$ cat config.mk
export PLATFORM = sky130hd
export DESIGN_NAME = button_mode_select_flat
export DESIGN_NICKNAME = d
export VERILOG_FILES = /design/src/rtl/btn_pkg.sv /design/src/rtl/button_mode_select_if.sv /design/src/rtl/btn_debounce.sv /design/src/rtl/button_mode_select.sv /design/src/flat_wrapper.sv
export SDC_FILE = /design/constraint.sdc
export NUM_CORES = 1
export LEC_CHECK = 0
export CAP_MARGIN = 20
export CORE_ASPECT_RATIO = 1.75
export CORE_MARGIN = 1
export CORE_UTILIZATION = 55
export CTS_CLUSTER_SIZE = 40
export DETAILED_ROUTE_END_ITERATION = 10
export GPL_TIMING_DRIVEN = 0
export PLACE_DENSITY = 0.8
export SYNTH_ARGS = -nofsm -noshare
export SYNTH_HDL_FRONTEND = slang
export SYNTH_SLANG_ARGS = --single-unit
$ cat constraint.sdc
create_clock -name clock -period 3.2 [get_ports clock]
set_clock_uncertainty 0.2 [all_clocks]
set_input_delay 0.64 -clock clock [delete_from_list [all_inputs] [get_ports clock]]
set_output_delay 0.64 -clock clock [all_outputs]
set_load 0.01 [all_outputs]
$ cat src/rtl/btn_pkg.sv
// -----------------------------------------------------------------------------
// btn_pkg
// Shared constants for the difficulty button front-end.
//   DEFAULT_DEBOUNCE_50MHZ : 10 ms debounce window at 50 MHz
//   MODE_W_DEFAULT         : default width of the mode register
//   MODE_EASY/MED/HARD     : named mode values (channel i selects i+1)
//   mode_for_channel()     : maps a button channel index to its mode value
// -----------------------------------------------------------------------------
package btn_pkg;

    localparam int DEFAULT_DEBOUNCE_50MHZ = 500000;
    localparam int MODE_W_DEFAULT         = 32;

    localparam int unsigned MODE_EASY = 1;
    localparam int unsigned MODE_MED  = 2;
    localparam int unsigned MODE_HARD = 3;

    function automatic int unsigned mode_for_channel(input int unsigned idx);
        return idx + 1;
    endfunction

endpackage

$ cat src/rtl/button_mode_select_if.sv
// -----------------------------------------------------------------------------
// button_mode_select_if
// Groups the button inputs and the mode-select outputs.
//   btn_raw      : raw asynchronous button levels (active-high)
//   lock         : blocks mode changes while high
//   btn_level    : debounced levels
//   btn_press    : one-cycle pulse per debounced rising edge
//   mode         : selected mode value
//   mode_changed : one-cycle pulse when mode takes a new value
// master drives the buttons/lock, slave is the mode-select block.
// -----------------------------------------------------------------------------
interface button_mode_select_if
    import btn_pkg::*;
#(
    parameter int NUM_BTN = 5,
    parameter int MODE_W  = MODE_W_DEFAULT
);

    logic [NUM_BTN-1:0] btn_raw;
    logic               lock;
    logic [NUM_BTN-1:0] btn_level;
    logic [NUM_BTN-1:0] btn_press;
    logic [MODE_W-1:0]  mode;
    logic               mode_changed;

    modport master (
        output btn_raw,
        output lock,
        input  btn_level,
        input  btn_press,
        input  mode,
        input  mode_changed
    );

    modport slave (
        input  btn_raw,
        input  lock,
        output btn_level,
        output btn_press,
        output mode,
        output mode_changed
    );

endinterface

$ cat src/rtl/btn_debounce.sv
// -----------------------------------------------------------------------------
// btn_debounce
// One button channel: 2-flop synchroniser, stability counter, debounced level
// and a registered rising-edge pulse.
//   clk_i   : system clock
//   rst_ni  : asynchronous active-low reset
//   raw_i   : raw asynchronous button level
//   level_o : debounced level (changes after DEBOUNCE_CYCLES stable cycles)
//   press_o : high for one cycle, the cycle after level_o rises
// -----------------------------------------------------------------------------
module btn_debounce
    import btn_pkg::*;
#(
    parameter int DEBOUNCE_CYCLES = DEFAULT_DEBOUNCE_50MHZ,
    parameter int CNT_W           = $clog2(DEBOUNCE_CYCLES + 1)
) (
    input  logic clk_i,
    input  logic rst_ni,
    input  logic raw_i,
    output logic level_o,
    output logic press_o
);

    localparam logic [CNT_W-1:0] CNT_MAX = CNT_W'(DEBOUNCE_CYCLES - 1);

    logic             sync1_q, sync2_q;
    logic [CNT_W-1:0] cnt_q, cnt_d;
    logic             level_q, level_d;
    logic             level_dly_q;
    logic             press_q, press_d;

    // Count consecutive disagreements between the synchronised input and the
    // accepted level; any agreement restarts the window. The terminal compare
    // keeps the counter from ever wrapping.
    always_comb begin
        cnt_d   = '0;
        level_d = level_q;
        if (sync2_q != level_q) begin
            if (cnt_q == CNT_MAX) begin
                level_d = sync2_q;
            end else begin
                cnt_d = cnt_q + CNT_W'(1);
            end
        end
        // Pulse is taken from the registered level so it lands one cycle
        // after the level rises.
        press_d = level_q & ~level_dly_q;
    end

    always_ff @(posedge clk_i or negedge rst_ni) begin
        if (!rst_ni) begin
            sync1_q     <= 1'b0;
            sync2_q     <= 1'b0;
            cnt_q       <= '0;
            level_q     <= 1'b0;
            level_dly_q <= 1'b0;
            press_q     <= 1'b0;
        end else begin
            sync1_q     <= raw_i;
            sync2_q     <= sync1_q;
            cnt_q       <= cnt_d;
            level_q     <= level_d;
            level_dly_q <= level_q;
            press_q     <= press_d;
        end
    end

    assign level_o = level_q;
    assign press_o = press_q;

endmodule

$ cat src/rtl/button_mode_select.sv
// -----------------------------------------------------------------------------
// button_mode_select
// Conditions NUM_BTN raw buttons (sync + debounce + press detect) and latches
// a mode value chosen by the lowest-index press, with lock and change pulse.
//   clock      : system clock (50 MHz domain)
//   anti_reset : asynchronous active-low reset
//   bus        : button_mode_select_if slave (btn_raw, lock in;
//                btn_level, btn_press, mode, mode_changed out)
// -----------------------------------------------------------------------------
module button_mode_select
    import btn_pkg::*;
#(
    parameter int NUM_BTN         = 5,
    parameter int DEBOUNCE_CYCLES = DEFAULT_DEBOUNCE_50MHZ,
    parameter int CNT_W           = $clog2(DEBOUNCE_CYCLES + 1),
    parameter int MODE_W          = MODE_W_DEFAULT,
    parameter int DEFAULT_MODE    = int'(MODE_EASY)
) (
    input  logic                 clock,
    input  logic                 anti_reset,
    button_mode_select_if.slave  bus
);

    logic [NUM_BTN-1:0] level;
    logic [NUM_BTN-1:0] press;

    logic [MODE_W-1:0]  mode_q, mode_d;
    logic               mode_changed_q, mode_changed_d;
    logic               hit;
    logic [MODE_W-1:0]  sel_mode;

    for (genvar g = 0; g < NUM_BTN; g++) begin : g_chan
        btn_debounce #(
            .DEBOUNCE_CYCLES (DEBOUNCE_CYCLES),
            .CNT_W           (CNT_W)
        ) u_debounce (
            .clk_i   (clock),
            .rst_ni  (anti_reset),
            .raw_i   (bus.btn_raw[g]),
            .level_o (level[g]),
            .press_o (press[g])
        );
    end

    // Lowest set press index wins.
    always_comb begin
        hit      = 1'b0;
        sel_mode = '0;
        for (int unsigned i = 0; i < NUM_BTN; i++) begin
            if (press[i] && !hit) begin
                hit      = 1'b1;
                sel_mode = MODE_W'(mode_for_channel(i));
            end
        end
    end

    // Presses under lock are simply dropped; nothing is remembered for later.
    always_comb begin
        mode_d         = mode_q;
        mode_changed_d = 1'b0;
        if (!bus.lock && hit) begin
            mode_d         = sel_mode;
            mode_changed_d = (sel_mode != mode_q);
        end
    end

    always_ff @(posedge clock or negedge anti_reset) begin
        if (!anti_reset) begin
            mode_q         <= MODE_W'(DEFAULT_MODE);
            mode_changed_q <= 1'b0;
        end else begin
            mode_q         <= mode_d;
            mode_changed_q <= mode_changed_d;
        end
    end

    assign bus.btn_level    = level;
    assign bus.btn_press    = press;
    assign bus.mode         = mode_q;
    assign bus.mode_changed = mode_changed_q;

endmodule

$ cat src/flat_wrapper.sv
// flat-port wrapper written by rule: the top's interface ports become plain ports
module button_mode_select_flat import btn_pkg::*;
#(
    parameter int NUM_BTN         = 5,
    parameter int DEBOUNCE_CYCLES = DEFAULT_DEBOUNCE_50MHZ,
    parameter int CNT_W           = $clog2(DEBOUNCE_CYCLES + 1),
    parameter int MODE_W          = MODE_W_DEFAULT,
    parameter int DEFAULT_MODE    = int'(MODE_EASY)
)
  (clock, anti_reset, bus_btn_raw, bus_lock, bus_btn_level, bus_btn_press, bus_mode, bus_mode_changed);
  button_mode_select_if #(.NUM_BTN(NUM_BTN), .MODE_W(MODE_W)) bus_i ();
  input  logic clock;
  input  logic anti_reset;
  input wire logic [$bits(bus_i.btn_raw)-1:0] bus_btn_raw;
  input wire logic [$bits(bus_i.lock)-1:0] bus_lock;
  output wire logic [$bits(bus_i.btn_level)-1:0] bus_btn_level;
  output wire logic [$bits(bus_i.btn_press)-1:0] bus_btn_press;
  output wire logic [$bits(bus_i.mode)-1:0] bus_mode;
  output wire logic [$bits(bus_i.mode_changed)-1:0] bus_mode_changed;
  assign bus_i.btn_raw = bus_btn_raw;
  assign bus_i.lock = bus_lock;
  assign bus_btn_level = bus_i.btn_level;
  assign bus_btn_press = bus_i.btn_press;
  assign bus_mode = bus_i.mode;
  assign bus_mode_changed = bus_i.mode_changed;
  button_mode_select #(.NUM_BTN(NUM_BTN), .DEBOUNCE_CYCLES(DEBOUNCE_CYCLES), .CNT_W(CNT_W), .MODE_W(MODE_W), .DEFAULT_MODE(DEFAULT_MODE)) u_core (.clock(clock), .anti_reset(anti_reset), .bus(bus_i));
endmodule
==> results of run 1 <==
[repair_timing]
| action | in CTS | in global routing |
|---|---|---|
| endpoints found under the hold margin | 40 | 0 |
| hold buffers | 1 | 0 |
| setup endpoints to repair | 0 | 0 |
| buffers inserted | 0 | 0 |
[through the flow]
stage                     hold WS [ps]  total power, W
after floorplan                    131         0.00174
after global placement             136         0.00180
after detailed placement           136         0.00181
after CTS                          150         0.00374
after global routing               155         0.00384
final                              146         0.00370
[worst max-delay path, cell delays in order (launching register included)]
cell,delay [ps]
dfrtp_1,460
buf_4,150
clkdlybuf4s50_1,520
[synthesized netlist by cell type, types with 4 or more instances]
library cell  count
a21oi_1           4
and3_1            9
and4_1            6
buf_4            41
buf_6             8
dfrtp_1         123
ha_1              5
inv_1            10
mux2_2            5
nand2_1          38
nand3_1          40
nand4_1          21
nor2_1          124
nor2b_1           7
nor3_1            6
nor3_2            7
nor4b_1           5
or2_1             5
xnor2_1          33
xor2_1           58
[state kept, by name (all words and copies together) (netlist names)]
| register | cells |
|---|---|
| u_core.bus.mode | 3 |
| u_core.bus.mode_changed | 1 |
| u_core.g_chan.u_debounce.cnt_q | 95 |
| u_core.g_chan.u_debounce.level_dly_q | 5 |
| u_core.g_chan.u_debounce.level_o | 5 |
| u_core.g_chan.u_debounce.press_o | 5 |
| u_core.g_chan.u_debounce.sync1_q | 5 |
| u_core.g_chan.u_debounce.sync2_q | 5 |
[power groups by stage]
| stage | clock network (W) | registers (W) | logic [W] |
|---|---|---|---|
| after global placement | 0 | 0.00164 | 0.000155 |
| after floorplan | 0 | 0.00164 | 0.000101 |
| after CTS | 0.00196 | 0.00162 | 0.000167 |
| final | 0.00192 | 0.00162 | 0.000164 |
| after global routing | 0.00203 | 0.00162 | 0.000188 |
| after detailed placement | 0 | 0.00164 | 0.000164 |
[cell type report]
type	instances	area [sq um]	share of cell area [%]
flip-flops and latches	124	3100	44.0
multi-input cells	422	2500	35.4
clock buffers	17	425	6.02
plain buffers	50	413	5.85
repair buffers	23	249	3.53
clock inverters	15	174	2.46
well taps	127	159	2.25
inverters	10	37.5	0.532
[routing by layer]
metal | wire length [um] | vias up | GRT usage [%] | part of all wire, %
met5 | 0 | - | 0 | 0
li1 | - | 1982 | - | -
met3 | 471 | 31 | 7.87 | 4.3
met4 | 338 | 0 | 10.4 | 3.1
met2 | 5990 | 85 | 38.4 | 54
met1 | 4260 | 2047 | 24.6 | 39
[kinds of logic (layout without fill, tap and decap cells)]
kind of cell	Yosys count	after routing	synth area share [%]
adders and majority gates	5	5	1.05
other	1	29	0.0630
DFF	124	124	52.2
muxes	5	5	0.946
AOI/OAI and AO/OA	7	7	0.736
buffers and inverters	60	115	7.57
and+or+nand+nor	285	285	24.1
xor gates and xnor gates	91	91	13.4
[worst max path at each step]
stage / start / endpoint / depth (start not counted)
3_5_place_dp: u_core.g_chan[1].u_debounce.cnt_q[0]$_DFF_PN0_ / u_core.g_chan[1].u_debounce.cnt_q[17]$_DFF_PN0_ / 8
4_1_cts: u_core.bus.mode[0]$_DFFE_PN1P_ / bus_mode[0] / 1
6_report: u_core.g_chan[2].u_debounce.level_o$_DFFE_PN0P_ / bus_btn_level[2] / 2
3_3_place_gp: anti_reset / u_core.g_chan[4].u_debounce.cnt_q[8]$_DFF_PN0_ / 1
5_1_grt: u_core.bus.mode[0]$_DFFE_PN1P_ / bus_mode[0] / 1
2_1_floorplan: u_core.g_chan[2].u_debounce.cnt_q[0]$_DFF_PN0_ / u_core.g_chan[2].u_debounce.cnt_q[11]$_DFF_PN0_ / 9
==> impl_metrics.ini, run 1 <==
[yosys]
synthArstFlopShare_pct = 100
synth.distinct_cells = 37
ys.warnings.count = 0
syn_inst = 578
synth-edff-count = 0
synth_top_area_share_pct = 51.7
yosysTopAreaCell = dfrtp_1
ys_ff_latch = 124
synthesis.area_sq_um = 5950
seq_area_frac_synth_pct = 52.2
synthFlopType = dfrtp_1
syn_area_per_cell_sq_um = 10.3
yosys-top-cells-area = dfrtp_1 52%, xor2_1 8.5%, nor2_1 7.8%

[floorplan]
die_w_um = 80.6
die-area_sq_um = 11300
fp.coreArea_sq_um = 10400
num_rows = 49
ios = 51
dieHeight_um = 140
start_util_pct = 57.1

[power]
pwr_density_cell_nw_per_um2 = 525
p_sw_w = 0.000821
peakVddDrop_mv = 0.600
internal-power_w = 0.00288
clkPwrFrac_pct = 52.0
power.leakage_nw = 3.20
combPwrFrac_pct = 4.4
swShare_pct = 22.2
pwr-share-seq_pct = 43.6

[timing]
hold_viol = 0
fin_crit_sh_pct = 74.2
finalMaxSlewViolations = 0
tns_ps = 0
setup_violations = 0
fin_crit_ps = 2370
clock.fmax_ghz = 0.421
rsz0062_at_grt = no
fin_ws_ps = 827

[final_layout]
final_area_sq_um = 7060
area_growth_pct = 18.7
n_fill_cell = 789
final_cell_mix = 124 x nor2_1, 123 x dfrtp_1, 58 x xor2_1
drive_gt1_share_pct = 15.9
fin_util_pct = 67.8
fin_nets = 661
fin_cells = 788
final_common_cell = nor2_1
antenna-diode-count = 0

[global_route]
grt_pass1_vias = 4330
grtUsageTotal_pct = 22.6
antenna_found_initial = 0
grt_first_pass_wirelength_um = 19300
grt_max_degree = 85
grt-ovfl-total = 0

[worst_setup_path]
worstSetupPathType = reg2out
ff2ff_path_depth = 8
rr_endpoint = u_core.g_chan[1].u_debounce.cnt_q[17]$_DFF_PN0_
cp-end-kind = output pin
crit_path_start_kind = flip-flop
path_max_fanout = 5
rrSetupSlack_ps = 1150
r2r_start = u_core.g_chan[1].u_debounce.cnt_q[0]$_DFF_PN0_
arrival_ps = 1530
crit_required_ps = 2360

[min_path]
hold_path_class = reg2reg
worstHoldStart = u_core.g_chan[3].u_debounce.sync1_q$_DFF_PN0_
hold_depth = 0
min_to = u_core.g_chan[3].u_debounce.sync2_q$_DFF_PN0_

[clock_network]
worst_setup_hold_path_clk_slew_ps = 60
ctsResizeCount = 0
numCtsBuffers = 17
ctsLongestPathBuffers = 2
htree_levels = 4
cts.sinks = 124
cts_tree = done
cts-root-buf = clkbuf_16
clock_latency_ps = 410

[placement]
port_buffers = 21
placed_cell_area_sq_um = 6450
dp.final_hpwl_um = 7530
placed_cells = 755
pre_cts_slack_ps = 1160
routabilityCongestion = 0.816

[routing]
route.detailed.drc = 0
via_per_inst = 5.26
wl_per_cell_um = 14.0
dr.pass1.iters = 4
dr_total_vias = 4145
drtIter0Drc = 200
wl_um = 11100
ant_nets = 0

[job]
drv_cap = 0

[status]
status = complete, no violations
No activity file was read; power rests on OpenSTA's default activity.
==> run 2: changes to the inputs <==
--- a/config.mk
+++ b/config.mk
@@ -8,7 +8,7 @@
 export CAP_MARGIN = 20
 export CORE_ASPECT_RATIO = 1.75
 export CORE_MARGIN = 1
-export CORE_UTILIZATION = 55
+export CORE_UTILIZATION = 52
 export CTS_CLUSTER_SIZE = 40
 export DETAILED_ROUTE_END_ITERATION = 10
 export GPL_TIMING_DRIVEN = 0
==> constraint.sdc (replaced) <==
create_clock -name clock -period 2.15 [get_ports clock]
set_clock_uncertainty 0.2 [all_clocks]
set_input_delay 0.43 -clock clock [delete_from_list [all_inputs] [get_ports clock]]
set_output_delay 0.43 -clock clock [all_outputs]
set_load 0.01 [all_outputs]
==> run 2 against run 1 <==
Effect of this change: sequential share of layout area up 0.49 points; critical path depth unchanged; combinational power up 47%; sequential power up 49%; highest routed layer unchanged; sequential cell count unchanged; die area up 5.7%; global-route usage down 3.1 points; total power up 38%; non-clock buffer count up 1.
==> impl_metrics.ini, run 2 (synthesized netlist as in run 1, its figures left out) <==
[status]
status = complete, no violations

[clock_network]
ctsLongestPathBuffers = 2
cts_tree = done
cts-root-buf = clkbuf_16
worst_setup_hold_path_clk_slew_ps = 50
clock_latency_ps = 410
cts.sinks = 124
htree_levels = 4
numCtsBuffers = 17

[worst_setup_path]
rrSetupSlack_ps = 120
cp-end-kind = output pin
crit_required_ps = 1520
rr_endpoint = u_core.g_chan[1].u_debounce.cnt_q[17]$_DFF_PN0_
path_max_fanout = 5
worstSetupPathType = reg2out
ff2ff_path_depth = 8
r2r_start = u_core.g_chan[1].u_debounce.cnt_q[0]$_DFF_PN0_
crit_path_start_kind = flip-flop
crit_start = u_core.g_chan[3].u_debounce.level_o$_DFFE_PN0P_
arrival_ps = 1470

[min_path]
hold_depth = 0
hold_path_class = reg2reg
min_to = u_core.g_chan[2].u_debounce.sync2_q$_DFF_PN0_
worstHoldStart = u_core.g_chan[2].u_debounce.sync1_q$_DFF_PN0_

[job]
drv_cap = 0

[routing]
dr_total_vias = 4101
dr.pass1.iters = 4
wl_um = 10400
route.detailed.drc = 0
ant_nets = 0
via_per_inst = 5.17
wl_per_cell_um = 13.2
drtIter0Drc = 178

[final_layout]
area_growth_pct = 17.6
multiInputGateArea_sq_um = 2500
drive_gt1_share_pct = 16.0
final_cell_mix = 124 x nor2_1, 118 x dfrtp_1, 58 x xor2_1
regMostFlops = u_core.g_chan.u_debounce.cnt_q
fin_cells = 793
seqCellArea_sq_um = 3110
fin_util_pct = 63.0
final_area_sq_um = 7000
largest_reg_flops = 95
n_fill_cell = 901
final_common_cell = nor2_1
antenna-diode-count = 0
fin_nets = 662

[timing]
fin_ws_ps = 53.2
setup_violations = 0
fin_crit_ps = 2100
hold_viol = 0
max_slew_margin_pct = 66.1
rsz0062_at_grt = no
tns_ps = 0
clock.fmax_ghz = 0.477
finalMaxSlewViolations = 0
fin_crit_sh_pct = 97.5
worstMarginPinSlew_ps = 508

[global_route]
use_met3_pct = 5.05
antenna_found_initial = 0
grtUsageTotal_pct = 19.4
grt_first_pass_wirelength_um = 18400
use_met2_pct = 35.9
grt_pass1_vias = 4207
grt-ovfl-total = 0
grt-busiest-layer = met2
grt_max_degree = 72
grt_use_met1_pct = 20.2

[floorplan]
num_rows = 51
start_util_pct = 53.6
die-area_sq_um = 11900
fp.coreArea_sq_um = 11100
die_w_um = 82.9
dieHeight_um = 144
ios = 51

[power]
pwr_density_cell_nw_per_um2 = 729
power.leakage_nw = 3.18
peakVddDrop_mv = 0.650

[placement]
placed_cell_area_sq_um = 6460
pre_cts_slack_ps = 150
dp.final_hpwl_um = 7170
routabilityCongestion = 0.821
placed_cells = 760
port_buffers = 21
==> run 2: repair_timing <==
item / in CTS / in global routing
hold endpoints to repair: 52 / 0
endpoints found under the setup margin: 3 / 4
cloned: 0 / 0
hold buffers: 1 / 0
resized for setup: 3 / 3
setup buffers: 0 / 1
==> run 2: how the worst max path moves through the flow <==
stage,end,slack (ps),cells past startpoint
2_1_floorplan,u_core.g_chan[2].u_debounce.cnt_q[11]$_DFF_PN0_,280,9
3_3_place_gp,u_core.g_chan[0].u_debounce.cnt_q[13]$_DFF_PN0_,-4130,1
3_5_place_dp,u_core.g_chan[1].u_debounce.cnt_q[17]$_DFF_PN0_,150,8
4_1_cts,bus_btn_level[2],7,2
5_1_grt,bus_btn_level[2],5,2
6_report,bus_btn_level[3],50,2
==> run 2: per-stage QoR <==
step	total power, W	hold slack [ps]
floorplan	0.00259	-65.6
global placement	0.00267	131
detailed placement	0.00269	135
CTS	0.00515	141
global route	0.00529	145
finish	0.00510	138
==> run 2: critical path, stage by stage (launching register included) <==
cell	delay (ps)
dfrtp_2	410
buf_4	130
clkdlybuf4s50_1	520
==> run 2: area by class of cell <==
type,count,share of cell area (%)
Tap cell,132,2.36
Clock buffer,23,6.69
Multi-Input combinational cell,422,35.7
Buffer,50,5.90
Clock inverter,8,0.644
Inverter,10,0.536
Sequential cell,124,44.4
Timing Repair Buffer,24,3.70
==> run 2: per-layer routing <==
layer / routed length (um) / part of all wire [%] / vias to the layer above
li1: - / - / 1976
met1: 4110 / 39 / 2004
met2: 5740 / 55 / 103
met3: 399 / 3.8 / 18
met4: 195 / 1.9 / 0
met5: 0 / 0 / -
==> run 2: where the power goes <==
part,total (W),internal [W],switching (W)
clock network,0.00246,0.00151,0.000947
logic,0.000241,0.000105,0.000136
registers,0.00241,0.00237,0.0000322
total,0.00510,0.00399,0.00112
==> run 3: changes to the inputs <==
--- a/config.mk
+++ b/config.mk
@@ -8,11 +8,12 @@
 export CAP_MARGIN = 20
 export CORE_ASPECT_RATIO = 1.75
 export CORE_MARGIN = 1
-export CORE_UTILIZATION = 52
+export CORE_UTILIZATION = 53
 export CTS_CLUSTER_SIZE = 40
 export DETAILED_ROUTE_END_ITERATION = 10
 export GPL_TIMING_DRIVEN = 0
-export PLACE_DENSITY = 0.8
+export PLACE_DENSITY = 0.81
 export SYNTH_ARGS = -nofsm -noshare
 export SYNTH_HDL_FRONTEND = slang
+export SYNTH_HIERARCHICAL = 1
 export SYNTH_SLANG_ARGS = --single-unit
==> run 3 against run 2 <==
Effect of this change: the run now ends with setup timing left; sequential cell count is the same; die area grew 1.3%; hold slack gained 10 ps; critical path type is now reg2reg; critical endpoint is now u_core/g_chan[4].u_debounce/level_o$_DFFE_PN0P_; highest routed layer unchanged.
==> impl_metrics.ini, run 3 <==
[yosys]
yosys.area_share.simple_pct = 23.8
synth_top_area_share_pct = 50.1
yosysTopAreaCell = dfrtp_1
synth-adder-area-share_pct = 1.02
yosys-top-cells-area = dfrtp_1 50%, xnor2_1 9.3%, nor2_1 6.0%
synthesis.area_sq_um = 6140
synthMuxAreaShare_pct = 2.30
seq_area_frac_synth_pct = 50.5
synthArstFlopShare_pct = 100
synth_compound_area_share_pct = 5.29
synthFlopType = dfrtp_1
synth-edff-count = 0
synth-xor-area-share_pct = 10.8
synth.distinct_cells = 34
synth_top_family_by_area = simple AND/OR/NAND/NOR gates
syn_inst = 593
ys.warnings.count = 6
ys_top_cells_by_count = 123 x dfrtp_1, 98 x nor2_1, 65 x xnor2_1, 35 x nand3_1, 34 x buf_4
synth.most_common_cell = dfrtp_1
syn_area_per_cell_sq_um = 10.4
ys_ff_latch = 124

[clock_network]
numCtsBuffers = 17
cts-root-buf = clkbuf_16
clock_latency_ps = 420
htree_levels = 4
ctsLongestPathBuffers = 2
cts_tree = done
cts.sinks = 124
worst_setup_hold_path_clk_slew_ps = 50

[timing]
finalMaxSlewViolations = 0
fin_crit_sh_pct = 101
rsz0062_at_grt = yes
whs_ps = 148
worstMarginPinSlew_ps = 540
setup_violations = 9
fin_ws_ps = -20.2
hold_viol = 0
clock.fmax_ghz = 0.461
fin_crit_ps = 2170
tns_ps = -107
max_slew_margin_pct = 64.0

[final_layout]
fin_cells = 845
n_fill_cell = 751
fin_nets = 713
drive_gt1_share_pct = 22.2
antenna-diode-count = 0
regMostFlops = u_core/g_chan.u_debounce/cnt_q
multiInputGateArea_sq_um = 2930
largest_reg_flops = 95
area_growth_pct = 25.8
final_cell_mix = 116 x dfrtp_1, 98 x nor2_1, 68 x buf_4
final_common_cell = dfrtp_1
final_area_sq_um = 7730
seqCellArea_sq_um = 3110

[routing]
route.detailed.drc = 0
ant_nets = 0
wl_um = 14300
via_per_inst = 5.69
drtIter0Drc = 252
dr.pass1.iters = 4
dr_total_vias = 4812
wl_per_cell_um = 16.9

[power]
combPwrFrac_pct = 5.6
peakVddDrop_mv = 0.690
swShare_pct = 21.0
power.leakage_nw = 3.35
pwr-share-seq_pct = 42.9
clkPwrFrac_pct = 51.5
p_sw_w = 0.00118
internal-power_w = 0.00443
pwr_density_cell_nw_per_um2 = 726

[worst_setup_path]
crit_start = u_core/g_chan[4].u_debounce/cnt_q[9]$_DFF_PN0_
crit_path_start_kind = flip-flop
crit_required_ps = 2250
worstSetupPathType = reg2reg
cp_slowest_stage_delay_ps = 460
crit_path_cell_trace = nor4_1 -> nand4_1 -> buf_4 -> nor4_4 -> mux2_2
arrival_ps = 2270
r2r_start = u_core/g_chan[4].u_debounce/cnt_q[9]$_DFF_PN0_
crit_path_top_delay_cell = dfrtp_1
cp-end-kind = flip-flop
path_max_fanout = 5
critPathTopFamily = simple AND/OR/NAND/NOR gates
critical_path_buf_inv_count = 1

[global_route]
grt_max_degree = 68
grtUsageTotal_pct = 22.8
antenna_found_initial = 0
grt_first_pass_wirelength_um = 21700
grt_pass1_vias = 4806
grt-ovfl-total = 0

[placement]
routabilityCongestion = 0.879
placed_cell_area_sq_um = 6650
port_buffers = 21
placed_cells = 775
dp.final_hpwl_um = 8260

[min_path]
worstHoldStart = u_core/g_chan[3].u_debounce/sync1_q$_DFF_PN0_
hold_path_class = reg2reg

[floorplan]
fp.coreArea_sq_um = 11200
die-area_sq_um = 12000
num_rows = 51
die_w_um = 83.4
ios = 51
dieHeight_um = 144
start_util_pct = 54.7

[status]
violations = setup timing
status = finished, violations left

[job]
drv_cap = 0
## run 3: final timing paths
check | slack, ps | to | cells after the start
setup / recovery | -20 | u_core/g_chan[4].u_debounce/level_o$_DFFE_PN0P_ | 5
hold / removal | 150 | u_core/g_chan[3].u_debounce/sync2_q$_DFF_PN0_ | 0
setup reg to reg | -20 | u_core/g_chan[4].u_debounce/level_o$_DFFE_PN0P_ | 5
hold reg to reg | 150 | u_core/g_chan[3].u_debounce/sync2_q$_DFF_PN0_ | 0
max in group asynchronous | 670 | u_core/g_chan[1].u_debounce/cnt_q[1]$_DFF_PN0_ | 3
min in group asynchronous | 330 | u_core/g_chan[4].u_debounce/cnt_q[6]$_DFF_PN0_ | 2
## run 3: final cells by class
type	count	area share [%]
Buffer	39	3.72
Clock buffer	27	6.90
Clock inverter	5	1.00
Inverter	26	1.26
Multi-Input combinational cell	432	37.9
Sequential cell	124	40.3
Tap cell	132	2.14
Timing Repair Buffer	60	6.77
## run 3: cells by family after synthesis
logic type / Yosys count
buffers and inverters: 65
other: 1
flip-flops: 124
adder cells (fa/ha/maj): 5
XOR/XNOR: 76
AO/OA/AOI/OAI: 37
multiplexers: 13
AND/OR/NAND/NOR: 272
## run 3: through the flow
| step | worst slack, ps | utilization [%] | power, W |
|---|---|---|---|
| floorplan | 81.3 | - | 0.00259 |
| global placement | -4100 | 59.0 | 0.00268 |
| detailed placement | -175 | 59.2 | 0.00269 |
| CTS | -8.53 | 65.9 | 0.00561 |
| global route | -104 | 68.8 | 0.00578 |
| finish | -20.2 | 68.8 | 0.00561 |
## run 3: metal layers
layer	part of all wire (%)	vias up	track usage (%)
met2	55	169	42.2
li1	-	2203	-
met5	0	-	0
met4	3.6	0	11.9
met3	4.6	52	5.65
met1	37	2388	23.6
## run 3: repair_timing
item / CTS / global route
cloned: 0 / 1
setup buffers: 5 / 31
resized for setup: 19 / 15
hold buffers: 1 / 0
pin swaps: 7 / 8
endpoints found under the setup margin: 67 / 49
endpoints found under the hold margin: 56 / 0
## run 3: worst reg2reg max path, cell delays in order (launching register included)
cell	delay [ps]
dfrtp_1	460
nor4_1	370
nand4_1	120
buf_4	180
nor4_4	350
mux2_2	370
## run 3: power by group through the flow
stage / Combinational (W) / Clock, W / Sequential, W
2_1_floorplan: 0.000160 / 0 / 0.00243
4_1_cts: 0.000280 / 0.00293 / 0.00241
5_1_grt: 0.000346 / 0.00302 / 0.00241
3_5_place_dp: 0.000253 / 0 / 0.00244
3_3_place_gp: 0.000239 / 0 / 0.00244
6_report: 0.000313 / 0.00289 / 0.00241
==> patch 1: new RTL, config.mk and constraints of run 3 <==
Set the package constant `MODE_W_DEFAULT` to 28 (it was 32).
--- a/src/rtl/btn_pkg.sv
+++ b/src/rtl/btn_pkg.sv
@@ -10,5 +10,5 @@
 
     localparam int DEFAULT_DEBOUNCE_50MHZ = 500000;
-    localparam int MODE_W_DEFAULT         = 32;
+    localparam int MODE_W_DEFAULT         = 28;
 
     localparam int unsigned MODE_EASY = 1;
Ports: changed (resized bus_mode); port bits go from 51 to 47. The function was not compared with the original's and may differ.
==> patch 1 against run 3 <==
The run still ends with setup timing left; synthesized area shrank 0.49%; cell count is 0.95% lower; sequential cell count did not move; clock power increased by 4%; final area hardly changed; worst setup slack got worse by 0.011 ns; total power grew 2.0%; wire length decreased by 3.5%; critical path type unchanged; highest routed layer unchanged.
==> patch 1: results <==
metrics = {
    "clock_tree": {
        "post_cts_buffers": 8,
        "cts_resized": 15,
    },
    "global_route": {
        "use_met3_pct": 4.68,
        "grt_pass1_vias": 4693,
        "globalRouteMet2Util_pct": 41.6,
        "met1_usage_pct": 23.0,
        "grt_first_pass_wirelength_mm": 21.2,
        "grtUsageTotal_pct": 22.4,
        "grt_max_degree": 81,
    },
    "power_and_ir_drop": {
        "p_leak_nw": 3.35,
        "ir_drop_mv": 0.689,
    },
    "logic_synthesis": {
        "synth_seq_area_share_pct": 50.8,
        "synth_fa_ha_area_share_pct": 1.02,
        "yosys.cell_types.count": 34,
        "yosys-top-cells-area": "dfrtp_1 50%, xnor2_1 9.3%, nor2_1 6.0%, buf_4 3.7%, nand3_1 2.9%",
        "synthMuxAreaShare_pct": 2.31,
        "synth_xor_area_share_pct": 10.9,
        "synth-compound-area-share_pct": 5.32,
        "ys_top_cells_by_count": "123 x dfrtp_1, 98 x nor2_1, 65 x xnor2_1, 35 x nand3_1, 30 x buf_4",
    },
    "routing": {
        "via_per_inst": 5.64,
        "dr_wl_met3_um": 509,
        "route.met2.wl_mm": 7.71,
        "wl_met1_mm": 5.05,
        "wl_mm": 13.8,
        "dr.pass1.iters": 6,
    },
    "timing": {
        "whs_ns": 0.146,
        "fin_ws_ns": -0.0316,
        "final-setup-viol-count": 14,
    },
    "place": {
        "pre_cts_slack_ns": -0.121,
        "dp_hpwl_mm": 8.30,
        "gp_congestion": 0.858,
    },
    "finish": {
        "seqCellArea_um2": 3110,
        "nNetsFinal": 706,
        "layout-drive-gt1-share_pct": 22.4,
        "multi_input_comb_cells": 428,
        "n_all_buffers": 96,
        "clk_share_pct": 8.16,
        "multi_input_area_share_pct": 37.9,
        "nClkBuffers": 25,
        "nonClkBufAreaFrac_pct": 10.3,
        "n_fill_cell": 748,
    },
    "setup_path": {
        "r2r_cells": 5,
        "cpPeakStageDelay_ns": 0.51,
        "critPathLaunch": "u_core/g_chan[1].u_debounce/cnt_q[9]$_DFF_PN0_",
        "critPathSlowestCell": "o41ai_4",
    },
    "min_path": {
        "min_path_type": "reg -> reg",
        "whs_endpoint": "u_core/g_chan[4].u_debounce/sync2_q$_DFF_PN0_",
        "hold_path_startpoint": "u_core/g_chan[4].u_debounce/sync1_q$_DFF_PN0_",
    },
    "status": {
        "violations": "setup timing",
        "status": "finished with violations",
    },
}
-- patch 1: cell count changes in the layout (fill, tap and decap cells not counted), sizes merged --
cell | run 3 | this run
bufinv | 2 | 3
conb | 29 | 25
clkbuf | 27 | 25
buf | 78 | 75
clkinvlp | 1 | 0
dlygate4sd2 | 1 | 0
clkinv | 2 | 3
dlymetal6s2s | 0 | 1
-- patch 1: per-stage QoR --
stage	instance area [um2]	setup TNS, ns	utilization (%)	cells
finish	7730	-0.211	69.2	837
global route	7730	-2.47	69.2	837
CTS	7400	0	66.2	807
detailed placement	6610	-5.07	59.2	767
global placement	6580	-522.38	58.9	766
floorplan	6200	0	-	613
-- patch 1: where the power goes --
group,internal [mW],total (mW),leakage (nW),switching (mW)
clock,2.03,3.01,0.315,0.980
sequential,2.37,2.40,1.68,0.0311
combinational,0.140,0.313,1.35,0.173
total,4.54,5.72,3.35,1.18
==> patch 2: new RTL, config.mk and constraints of run 3 <==
Without the edit above. Reset style: synchronous (`anti_reset` and `rst_ni`), changed in 2 clocked blocks. Comments in the files are not updated.
--- a/src/rtl/btn_debounce.sv
+++ b/src/rtl/btn_debounce.sv
@@ -48,5 +48,5 @@
     end
 
-    always_ff @(posedge clk_i or negedge rst_ni) begin
+    always_ff @(posedge clk_i) begin
         if (!rst_ni) begin
             sync1_q     <= 1'b0;
--- a/src/rtl/button_mode_select.sv
+++ b/src/rtl/button_mode_select.sv
@@ -65,5 +65,5 @@
     end
 
-    always_ff @(posedge clock or negedge anti_reset) begin
+    always_ff @(posedge clock) begin
         if (!anti_reset) begin
             mode_q         <= MODE_W'(DEFAULT_MODE);
Formal check against the unedited RTL: same outputs for any inputs over 10 cycles, from zero or initial values and one cycle with anti_reset low; that may be too few to reach the edited logic, so the function may still have changed.
==> patch 2 against run 3 <==
Global-route usage up 0.90 points; worst setup slack better by 0.092 ns; synthesized cell count up 6.7%; wire length down 15%; count of clock-buffer cells in the layout down 9; final area down 9.6%; sequential cell count unchanged; critical endpoint is now u_core/g_chan[1].u_debounce/cnt_q[3]$_SDFF_PP0_; first-iteration DRC count down 26%; synthesized area down 7.7%; sequential share of layout area down 4.7 points.
Power is not compared: it rests on default switching activity, and its combinational part moved more than twofold at a synthesized area within 25%.
==> patch 2: results <==
metrics = {
    "timing": {
        "fmax_mhz": 481,
        "relSlewSlack_pct": 40.8,
        "whs_ns": 0.185,
    },
    "logic_synthesis": {
        "ys_top_cells_by_count": "124 x dfxtp_1, 100 x nor2_1, 50 x xnor2_1, 46 x nand2_1, 37 x inv_1",
        "async_flop_share_pct": 0,
        "synth_fa_ha_area_share_pct": 1.10,
        "synthMuxAreaShare_pct": 0.883,
        "synth_seq_area_share_pct": 43.8,
        "yosys.cell_types.count": 35,
        "yosys-top-cells-area": "dfxtp_1 44%, xnor2_1 7.7%, nor2_1 6.6%, buf_4 4.5%, xor2_1 3.2%",
    },
    "setup_path": {
        "regToRegSetupSlack_ns": 0.07,
        "cpPeakStageDelay_ns": 0.49,
        "timing.rr.start": "u_core/g_chan[1].u_debounce/cnt_q[1]$_SDFF_PP0_",
        "worstPathMaxFanout": 9,
        "reg2reg_to": "u_core/g_chan[1].u_debounce/cnt_q[3]$_SDFF_PP0_",
        "critPathSlowestCell": "or4_4",
    },
    "place": {
        "dp.cells": 809,
        "placed_area_um2": 6140,
        "pre_cts_slack_ns": -0.392,
    },
    "global_route": {
        "met1_usage_pct": 21.2,
        "grt_max_degree": 30,
        "grtUsageTotal_pct": 23.7,
        "grt_pass1_vias": 4820,
    },
    "routing": {
        "vias": 4705,
        "route.met2.wl_mm": 6.84,
        "wl_per_cell_um": 14.2,
        "drt_iter0_drc": 187,
        "wl_met1_mm": 4.32,
        "wl_mm": 12.1,
        "dr.pass1.iters": 5,
    },
    "status": {
        "status": "complete, no violations",
    },
    "finish": {
        "multi_input_area_um2": 3010,
    },
    "min_path": {
        "hold_path_startpoint": "u_core/g_chan[0].u_debounce/level_dly_q$_SDFF_PN0_",
    },
}
[patch 2: power by group]
group	leakage [nW]	internal (mW)	switching [mW]
combinational	0.992	0.0650	0.0630
clock	0.298	1.97	1.05
sequential	1.00	2.31	0.00773
total	2.29	4.34	1.12
[patch 2: what timing repair did]
item                                   CTS  global route
setup buffers                            6             5
endpoints found under the hold margin    0             0
resized for setup                        9            17
hold buffers                             0             0
setup endpoints to repair               72            72
pin swaps                                5             4
[patch 2: layout make-up]
class                      count  area share [%]
tap                          127            2.27
sequential                   124            35.6
clock buffer                  18            6.28
clock inverter                14            2.79
multi-input combinational    466            43.1
buffer                        34            3.76
inverter                      37            1.99
timing repair buffer          32            4.22
[patch 2: cells by family (layout without fill, tap and decap cells)]
group | count (synthesis) | after routing
flip-flops | 124 | 124
adder cells (fa/ha/maj) | 5 | 5
multiplexers | 5 | 5
AO/OA/AOI/OAI | 45 | 45
AND/OR/NAND/NOR | 311 | 311
XOR/XNOR | 71 | 71
buffers and inverters | 71 | 135
other | 1 | 29
